--- src/rtl/bp_sacc_vdp_driver.sv ---
// Command sequencer for the vector dot-product accelerator: programs CSRs, polls status, reads back the result.
// Optional macro BP_SACC_VDP_DRIVER_TIMEOUT_EN bounds polling to max_polls_p status reads.
module bp_sacc_vdp_driver #(
  parameter int paddr_width_p  = 40,
  parameter int lce_id_width_p = 4,
  parameter int poll_gap_p     = 8,
  parameter int max_polls_p    = 256,
  localparam int cce_mem_msg_width_lp = 4 + 4 + paddr_width_p + 3 + lce_id_width_p + 64
) (
  input  logic                            clk_i,
  input  logic                            reset_i,
  input  logic [lce_id_width_p-1:0]       lce_id_i,
  input  logic                            job_v_i,
  output logic                            job_ready_o,
  input  logic [63:0]                     job_a_ptr_i,
  input  logic [63:0]                     job_b_ptr_i,
  input  logic [3:0]                      job_len_i,
  input  logic [63:0]                     job_res_ptr_i,
  output logic [cce_mem_msg_width_lp-1:0] io_cmd_o,
  output logic                            io_cmd_v_o,
  input  logic                            io_cmd_ready_i,
  input  logic [cce_mem_msg_width_lp-1:0] io_resp_i,
  input  logic                            io_resp_v_i,
  output logic                            io_resp_yumi_o,
  output logic [63:0]                     result_o,
  output logic                            result_v_o,
  input  logic                            result_yumi_i,
  output logic                            error_o,
  output logic [3:0]                      state_o
);

  // Handshakes: a transfer happens on a rising edge where valid and ready (or yumi) are both high;
  // a producer holds valid and its payload stable until that edge.

  localparam int DID_W = 4;
  localparam int OFF_W = paddr_width_p - DID_W;
  localparam int GAP_W = (poll_gap_p > 1) ? $clog2(poll_gap_p + 1) : 1;
  localparam logic [3:0] UC_RD  = 4'd2;
  localparam logic [3:0] UC_WR  = 4'd3;
  localparam logic [2:0] SIZE_8 = 3'd3;

  typedef struct packed {
    logic [3:0]                msg_type;
    logic [3:0]                subop;
    logic [paddr_width_p-1:0]  addr;
    logic [2:0]                size;
    logic [lce_id_width_p-1:0] lce_id;
    logic [63:0]               data;
  } msg_s;

  typedef enum logic [3:0] {
    S_IDLE      = 4'd0,
    S_WR_CSR    = 4'd1,
    S_WR_WAIT   = 4'd2,
    S_GAP       = 4'd3,
    S_POLL      = 4'd4,
    S_POLL_WAIT = 4'd5,
    S_RD_RES    = 4'd6,
    S_RD_WAIT   = 4'd7,
    S_OUT       = 4'd8
  } state_e;

  state_e           state_r;
  msg_s             cmd_r;
  logic [2:0]       idx_r;
  logic [GAP_W-1:0] gap_cnt_r;
  logic             seen_busy_r;
  logic [63:0]      a_ptr_r, b_ptr_r, res_ptr_r;
  logic [3:0]       len_r;
  logic [63:0]      resp_data;

`ifdef BP_SACC_VDP_DRIVER_TIMEOUT_EN
  localparam int PC_W = $clog2(max_polls_p + 1);
  logic [PC_W-1:0] poll_cnt_r;
`else
  logic unused_cfg;
  assign unused_cfg = ^max_polls_p;
`endif

  logic unused_resp;
  assign unused_resp = ^io_resp_i[cce_mem_msg_width_lp-1:64];

  assign resp_data      = io_resp_i[63:0];
  assign io_cmd_o       = cmd_r;
  assign io_resp_yumi_o = io_resp_v_i;
  assign state_o        = state_r;

  function automatic msg_s make_cmd(input logic [3:0] t, input logic did, input logic [OFF_W-1:0] off,
                                    input logic [63:0] d, input logic [lce_id_width_p-1:0] lce);
    msg_s m;
    m          = '0;
    m.msg_type = t;
    m.addr     = {DID_W'(did), off};
    m.size     = SIZE_8;
    m.lce_id   = lce;
    m.data     = d;
    return m;
  endfunction

  // CSR programming order; start goes last so the accelerator sees a complete descriptor.
  function automatic msg_s csr_cmd(input logic [2:0] i);
    case (i)
      3'd0:    return make_cmd(UC_WR, 1'b0, OFF_W'(12'h000), a_ptr_r, lce_id_i);
      3'd1:    return make_cmd(UC_WR, 1'b0, OFF_W'(12'h040), b_ptr_r, lce_id_i);
      3'd2:    return make_cmd(UC_WR, 1'b0, OFF_W'(12'h080), {60'd0, len_r}, lce_id_i);
      3'd3:    return make_cmd(UC_WR, 1'b0, OFF_W'(12'h140), res_ptr_r, lce_id_i);
      3'd4:    return make_cmd(UC_WR, 1'b0, OFF_W'(12'h180), 64'd1, lce_id_i);
      default: return make_cmd(UC_WR, 1'b0, OFF_W'(12'h0c0), 64'd1, lce_id_i);
    endcase
  endfunction

  always_ff @(posedge clk_i) begin
    if (reset_i) begin
      state_r     <= S_IDLE;
      cmd_r       <= '0;
      idx_r       <= '0;
      gap_cnt_r   <= '0;
      seen_busy_r <= 1'b0;
      a_ptr_r     <= '0;
      b_ptr_r     <= '0;
      res_ptr_r   <= '0;
      len_r       <= '0;
      job_ready_o <= 1'b1;
      io_cmd_v_o  <= 1'b0;
      result_o    <= '0;
      result_v_o  <= 1'b0;
      error_o     <= 1'b0;
`ifdef BP_SACC_VDP_DRIVER_TIMEOUT_EN
      poll_cnt_r  <= '0;
`endif
    end else begin
      error_o <= 1'b0;
      case (state_r)
        S_IDLE: begin
          if (job_v_i && job_ready_o) begin
            a_ptr_r   <= job_a_ptr_i;
            b_ptr_r   <= job_b_ptr_i;
            len_r     <= job_len_i;
            res_ptr_r <= job_res_ptr_i;
            if (job_len_i == 4'd0 || job_len_i > 4'd8) begin
              error_o <= 1'b1;
            end else begin
              state_r     <= S_WR_CSR;
              job_ready_o <= 1'b0;
              idx_r       <= 3'd0;
              cmd_r       <= make_cmd(UC_WR, 1'b0, OFF_W'(12'h000), job_a_ptr_i, lce_id_i);
              io_cmd_v_o  <= 1'b1;
`ifdef BP_SACC_VDP_DRIVER_TIMEOUT_EN
              poll_cnt_r  <= '0;
`endif
            end
          end
        end
        S_WR_CSR: begin
          if (io_cmd_ready_i) begin
            io_cmd_v_o <= 1'b0;
            state_r    <= S_WR_WAIT;
          end
        end
        S_WR_WAIT: begin
          if (io_resp_v_i) begin
            if (idx_r == 3'd5) begin
              state_r     <= S_GAP;
              gap_cnt_r   <= '0;
              seen_busy_r <= 1'b0;
            end else begin
              idx_r      <= idx_r + 3'd1;
              cmd_r      <= csr_cmd(idx_r + 3'd1);
              io_cmd_v_o <= 1'b1;
              state_r    <= S_WR_CSR;
            end
          end
        end
        S_GAP: begin
          if (gap_cnt_r == GAP_W'(poll_gap_p - 1)) begin
            gap_cnt_r  <= '0;
            cmd_r      <= make_cmd(UC_RD, 1'b0, OFF_W'(12'h100), 64'd0, lce_id_i);
            io_cmd_v_o <= 1'b1;
            state_r    <= S_POLL;
          end else begin
            gap_cnt_r <= gap_cnt_r + GAP_W'(1);
          end
        end
        S_POLL: begin
          if (io_cmd_ready_i) begin
            io_cmd_v_o <= 1'b0;
            state_r    <= S_POLL_WAIT;
`ifdef BP_SACC_VDP_DRIVER_TIMEOUT_EN
            poll_cnt_r <= poll_cnt_r + PC_W'(1);
`endif
          end
        end
        S_POLL_WAIT: begin
          if (io_resp_v_i) begin
            if (resp_data == 64'd0) seen_busy_r <= 1'b1;
            // A nonzero status only counts once the job has been seen running.
            if (resp_data != 64'd0 && seen_busy_r) begin
              cmd_r      <= make_cmd(UC_RD, 1'b1, res_ptr_r[OFF_W-1:0], 64'd0, lce_id_i);
              io_cmd_v_o <= 1'b1;
              state_r    <= S_RD_RES;
            end
`ifdef BP_SACC_VDP_DRIVER_TIMEOUT_EN
            else if (poll_cnt_r == PC_W'(max_polls_p)) begin
              error_o     <= 1'b1;
              job_ready_o <= 1'b1;
              state_r     <= S_IDLE;
            end
`endif
            else begin
              gap_cnt_r <= '0;
              state_r   <= S_GAP;
            end
          end
        end
        S_RD_RES: begin
          if (io_cmd_ready_i) begin
            io_cmd_v_o <= 1'b0;
            state_r    <= S_RD_WAIT;
          end
        end
        S_RD_WAIT: begin
          if (io_resp_v_i) begin
            result_o   <= resp_data;
            result_v_o <= 1'b1;
            state_r    <= S_OUT;
          end
        end
        S_OUT: begin
          if (result_yumi_i) begin
            result_v_o  <= 1'b0;
            job_ready_o <= 1'b1;
            state_r     <= S_IDLE;
          end
        end
        default: begin
          state_r     <= S_IDLE;
          io_cmd_v_o  <= 1'b0;
          job_ready_o <= 1'b1;
        end
      endcase
    end
  end

endmodule

--- config.mk ---
export PLATFORM = sky130hd
export DESIGN_NAME = bp_sacc_vdp_driver
export DESIGN_NICKNAME = d
export VERILOG_FILES = /design/src/rtl/bp_sacc_vdp_driver.sv
export SDC_FILE = /design/constraint.sdc
export NUM_CORES = 1
export LEC_CHECK = 0
export CAP_MARGIN = 20
export CORE_MARGIN = 1.5
export CORE_UTILIZATION = 45
export DETAILED_ROUTE_END_ITERATION = 10
export PLACE_DENSITY = 0.77
export SLEW_MARGIN = 15
export SYNTH_ARGS = -nofsm -noshare
export SYNTH_HDL_FRONTEND = slang
export SYNTH_SLANG_ARGS = --single-unit
--- constraint.sdc ---
create_clock -name clk_i -period 4.8 [get_ports clk_i]
set_input_delay 0.72 -clock clk_i [delete_from_list [all_inputs] [get_ports clk_i]]
set_output_delay 0.72 -clock clk_i [all_outputs]
set_load 0.01 [all_outputs]
After elaboration in Yosys (flattened, before gate mapping). Index checks and enable logic that the tools add are counted.

Register bits after elaboration: 395. Input port bits: 325. Output and inout port bits: 192. Word-level logic and storage cells: 138.

Add/subtract/negate cells: 2. Magnitude comparators: 1. Eq/ne operators: 30. Multiplexer cells: 55. Bitwise logic cells: 4. Reduce and logical (&&, ||, !) cells: 27.

Operator list (number): $mux 119 (7); $pmux 119 s4 (1); $pmux 80 s5 (1); $logic_not 64->1 (1); $reduce_bool 64->1 (1); $mux 4 (15); $pmux 4 s9 (1); $ne 2x2->1 const B (15); $eq 4x3->1 const B (5); $mux 1 (18); $mux 3 (5); $reduce_and 5->1 (3); $pmux 4 s3 (1); $reduce_and 10->1 (1); $reduce_and 9->1 (1); $eq 4x2->1 const B (2); $logic_not 4->1 (2); $reduce_and 8->1 (1); $reduce_or 7->1 (1); $eq 3x2->1 const B (2); $eq 3x3->1 const B (2); $pmux 1 s6 (1); $pmux 3 s2 (1); $reduce_bool 2->1 (3); other kinds (21) (28).

Logic depth before layout (Yosys ltp).
Depth in word-level cells: 6. Mapped depth: 10. Gate-level depth less buffers: 7.

Worst setup path before layout. Ideal clock, no wire load.

Kind: input to register. Start point: input io_resp_i[26]. End point: register cmd_r (netlist bit io_cmd_o[49]). Setup time: 0.123 ns. Data arrival time: 2.502 ns. Data required time: 4.677 ns. Path slack: 2.175 ns. Cell stages on the path: 7. Path buffers: 2. Path through: nor4_1 nand4_1 o41a_1 o211ai_2 buf_6 buf_6 mux2_1.

Longest elaborated chain between the ends: 4.

Ends and longest elaborated chain: start, declared (line 22) `input logic [cce_mem_msg_width_lp-1:0] io_resp_i,`; $reduce_bool 64->1 (line 197) `if (resp_data != 64'd0 && seen_busy_r) begin`; $logic_and 1x1->1 (line 197); $ne 2x2->1 (no source line); $reduce_and 8->1 (no source line); end signal, assigned (line 168) `cmd_r <= csr_cmd(idx_r + 3'd1);`; end signal, assigned (line 177) `cmd_r <= make_cmd(UC_RD, 1'b0, OFF_W'(12'h100), 64'd0, lce_id_i);`; end signal, assigned (line 198) `cmd_r <= make_cmd(UC_RD, 1'b1, res_ptr_r[OFF_W-1:0], 64'd0, lce_id_i);`; end, declared (line 64) `msg_s cmd_r;`.

No other way between the ends. A chain may end at the register's enable or synchronous reset.

Worst setup path after layout.
Start point: input io_resp_i[49]. End point: register cmd_r (netlist bit io_cmd_o[51]).

Same word-level chain as after synthesis.

==> results.yml <==
layout:
  area_delta_synth_final_pct: 35.3
  drive_gt1_frac: 0.0676
  nets: 2828
  nFillCells: 3346
  multi_input_area_um2: 8600
  stdcell_count: 3051
  fin_util: 0.619
  register_area_um2: 7670
timing:
  setup_ws_ns: 1.31
  slew_viol_final: 0
  hold_viol_final: 0
  fmax_ghz: 0.286
  whs_ns: 0.449
  rsz0062_at_grt: "false"
  setup_tns_ns: 0
  worst_clock_skew_ns: 0.0293
  fin_crit_sh: 0.727
  timing.final.crit_period_ns: 3.49
  slew_headroom: 0.319
  max_slew.worst_pin.slew_ns: 1.02
  finalSetupViolCount: 0
worst_setup_path:
  critPathLaunch: "io_resp_i[49]"
  r2r_setup_slack_ns: 1.64
  startpoint_type: "input pin"
  cp.required_ns: 5.21
  r2r-start: "state_o[1]"
  crit_path_end: "io_cmd_o[51]"
  cp_slowest_stage_delay_ns: 0.66
  r2r_cells: 6
  worstSetupEndpointType: "register"
  cp_max_fo: 22
  crit_type: "in -> reg"
  crit_path_cell_trace: "clkdlybuf4s50_1 > nor4_1 > nand4_1 > o41a_1 > o211ai_4 > buf_4 > mux2_1"
  cp_data_arrival_time_ns: 3.90
  crit_slowest_cell: "nor4_1"
  reg2reg_to: "io_cmd_o[1]"
yosys:
  synth_flop_cell: "dfxtp_1"
  ys_ff_latch: 383
  ys_async_sr_fraction: 0
  syn-instance-count: 2174
  synthTopCellsByArea: "dfxtp_1 44%, nand2_1 13%, a21oi_1 9.8%, and3_1 6.5%, clkbuf_1 3.4%"
  synth-seq-area-share: 0.445
  synth_top_area_frac: 0.445
  yosys.area.top_type: "dfxtp_1"
  synth_edf_count: 0
  ys_types: 64
  synth_area_um2: 17200
  synth.avg_cell_area_um2: 7.93
  yosysWarnings: 0
job:
  cap_violations: 0
pwr:
  p_per_area_nw_per_um2: 437
  ir_drop_mv: 0.303
  leakage_nw: 9.30
clocking:
  clkTransAtPathRegs_ns: 0.06
  cts_resized: 0
  clock-root-buffer: "clkbuf_16"
  holdBufCountCts: 0
  cts_buffers: 41
  cts_buffer_depth: 3
  tritoncts: "done"
  worstSkewPairLatency_ns: 0.55
  postCtsSetupRepairBufs: 0
  htreeDepth: 2
  clock_sinks: 383
routing:
  drc_errors: 0
  routedWlPerCell_um: 18.8
  via_count: 16700
  via_per_inst: 5.48
  routed_wirelength_um: 57200
  dr.first_iter.drc_count: 1293
  dr.pass1.iters: 6
  drt.antenna.violating_nets: 0
floorplanning:
  row_count: 71
  coreArea_um2: 37700
  fp.dieH_um: 199
  io_pins: 517
  die_w_um: 199
  dieArea_um2: 39500
  start_util: 0.457
hold_path:
  hold_class: "reg -> reg"
placement:
  placed_cells: 2965
  place_ws_ns: 0.822
  portBuffers: 451
  hpwl_um: 37800
  gp_congestion: 0.906
status:
  status: "finished clean"
grt:
  first_global_vias: 15600
  globalRouteOverflowTotal: 0
  antenna_found_initial: 11
  grt_pass1_wl_um: 86400
  grt_max_degree: 195
  grt_usage: 0.278
-- how the worst min path moves through the flow --
stage	from	end	slack [ns]	depth (start not counted)
floorplan	a_ptr_r[10]	a_ptr_r[10]	0.43	2
CTS	res_ptr_r[47]	res_ptr_r[47]	0.45	2
finish	b_ptr_r[54]	b_ptr_r[54]	0.45	2
global placement	a_ptr_r[39]	a_ptr_r[39]	0.44	2
detailed placement	res_ptr_r[47]	res_ptr_r[47]	0.44	2
global route	b_ptr_r[31]	b_ptr_r[31]	0.46	2
-- cells in the final DEF, fill, tap and decap left out, types with 3 or more instances in the layout --
| master | count |
|---|---|
| nor2_1 | 16 |
| dfxtp_1 | 383 |
| nand4_1 | 6 |
| conb_1 | 10 |
| diode_2 | 10 |
| clkinv_2 | 11 |
| nor3_1 | 7 |
| clkbuf_8 | 7 |
| or3_1 | 4 |
| mux2_2 | 47 |
| buf_12 | 6 |
| ha_2 | 3 |
| nor4_1 | 19 |
| nor2b_1 | 68 |
| or4_1 | 3 |
| o31ai_1 | 60 |
| mux2i_1 | 5 |
| o32ai_2 | 10 |
| a21oi_1 | 337 |
| mux2_1 | 20 |
| buf_4 | 22 |
| clkdlybuf4s50_1 | 450 |
| a31oi_1 | 9 |
| nand2b_1 | 18 |
| bufinv_16 | 5 |
| nand2_1 | 595 |
| clkbuf_1 | 5 |
| clkbuf_16 | 43 |
| a211oi_1 | 3 |
| nand3_1 | 10 |
| and3_1 | 180 |
| a22oi_1 | 12 |
| nand4b_1 | 34 |
| inv_1 | 40 |
| o32ai_1 | 25 |
| o21ai_0 | 8 |
| ha_1 | 3 |
-- critical path: cells and delay by family --
kind | cells | cell delay, ns
buffers and inverters | 2 | 0.94
multiplexers | 1 | 0.37
AND/OR/NAND/NOR | 2 | 0.97
AO/OA/AOI/OAI | 2 | 0.87
-- Yosys cell counts (all sizes together), types with 3 or more instances --
cell type / count
a21oi: 338
nor3: 8
a22oi: 12
mux2: 67
ha: 6
buf: 54
nor2b: 68
nand4: 6
and3: 180
a211oi: 3
nand2: 596
or3: 4
mux2i: 5
dfxtp: 383
nand3: 10
o32ai: 35
nand2b: 18
a31oi: 9
nor2: 16
nand4b: 34
nor4: 19
or4: 3
clkbuf: 154
o21ai: 8
o31ai: 60
o211ai: 3
inv: 40
-- through the flow --
| stage | area, um^2 | power (mW) |
|---|---|---|
| finish | 23300 | 10.2 |
| global route | 23300 | 10.6 |
| CTS | 23300 | 10.2 |
| detailed placement | 21900 | 6.86 |
| global placement | 21900 | 6.79 |
| floorplan | 17300 | 5.68 |
-- routing by layer --
layer	part of all wire	vias to the layer above	routed length (um)	GRT usage
met2	0.48	711	27400	0.466
met4	0.035	0	2020	0.115
met3	0.076	105	4330	0.0400
li1	-	8099	-	-
met1	0.41	7814	23500	0.357
met5	0	-	0	0
-- kinds of logic (layout without fill, tap and decap cells) --
| family | Yosys count | in the layout | synth area share |
|---|---|---|---|
| adder cells (fa/ha/maj) | 6 | 6 | 0.00436 |
| flip-flops | 383 | 383 | 0.445 |
| multiplexers | 72 | 72 | 0.0467 |
| buffers and inverters | 248 | 595 | 0.0616 |
| XOR/XNOR | 1 | 1 | 0.000508 |
| AND/OR/NAND/NOR | 974 | 974 | 0.270 |
| other | 1 | 20 | 0.000218 |
| AO/OA/AOI/OAI | 489 | 489 | 0.172 |
-- registers in the layout, summed over array words and instances, names as in the netlist, 3 cells and up --
| name | cells |
|---|---|
| io_cmd_o | 107 |
| state_o | 4 |
| a_ptr_r | 64 |
| gap_cnt_r | 4 |
| res_ptr_r | 64 |
| result_o | 64 |
| len_r | 4 |
| idx_r | 3 |
| b_ptr_r | 64 |
-- cell type report --
| class | instances | area share |
|---|---|---|
| inverter | 40 | 0.00644 |
| timing repair buffer | 479 | 0.206 |
| multi-input combinational | 1552 | 0.369 |
| sequential | 383 | 0.329 |
| tap | 511 | 0.0274 |
| antenna | 10 | 0.00107 |
| clock inverter | 21 | 0.0106 |
| clock buffer | 55 | 0.0511 |
-- power by group --
group	internal, mW	total (mW)	switching, mW
logic	1.25	2.84	1.58
registers	3.67	3.98	0.316
clock network	2.02	3.36	1.34
Note: power is estimated with default switching activity, not from simulation.
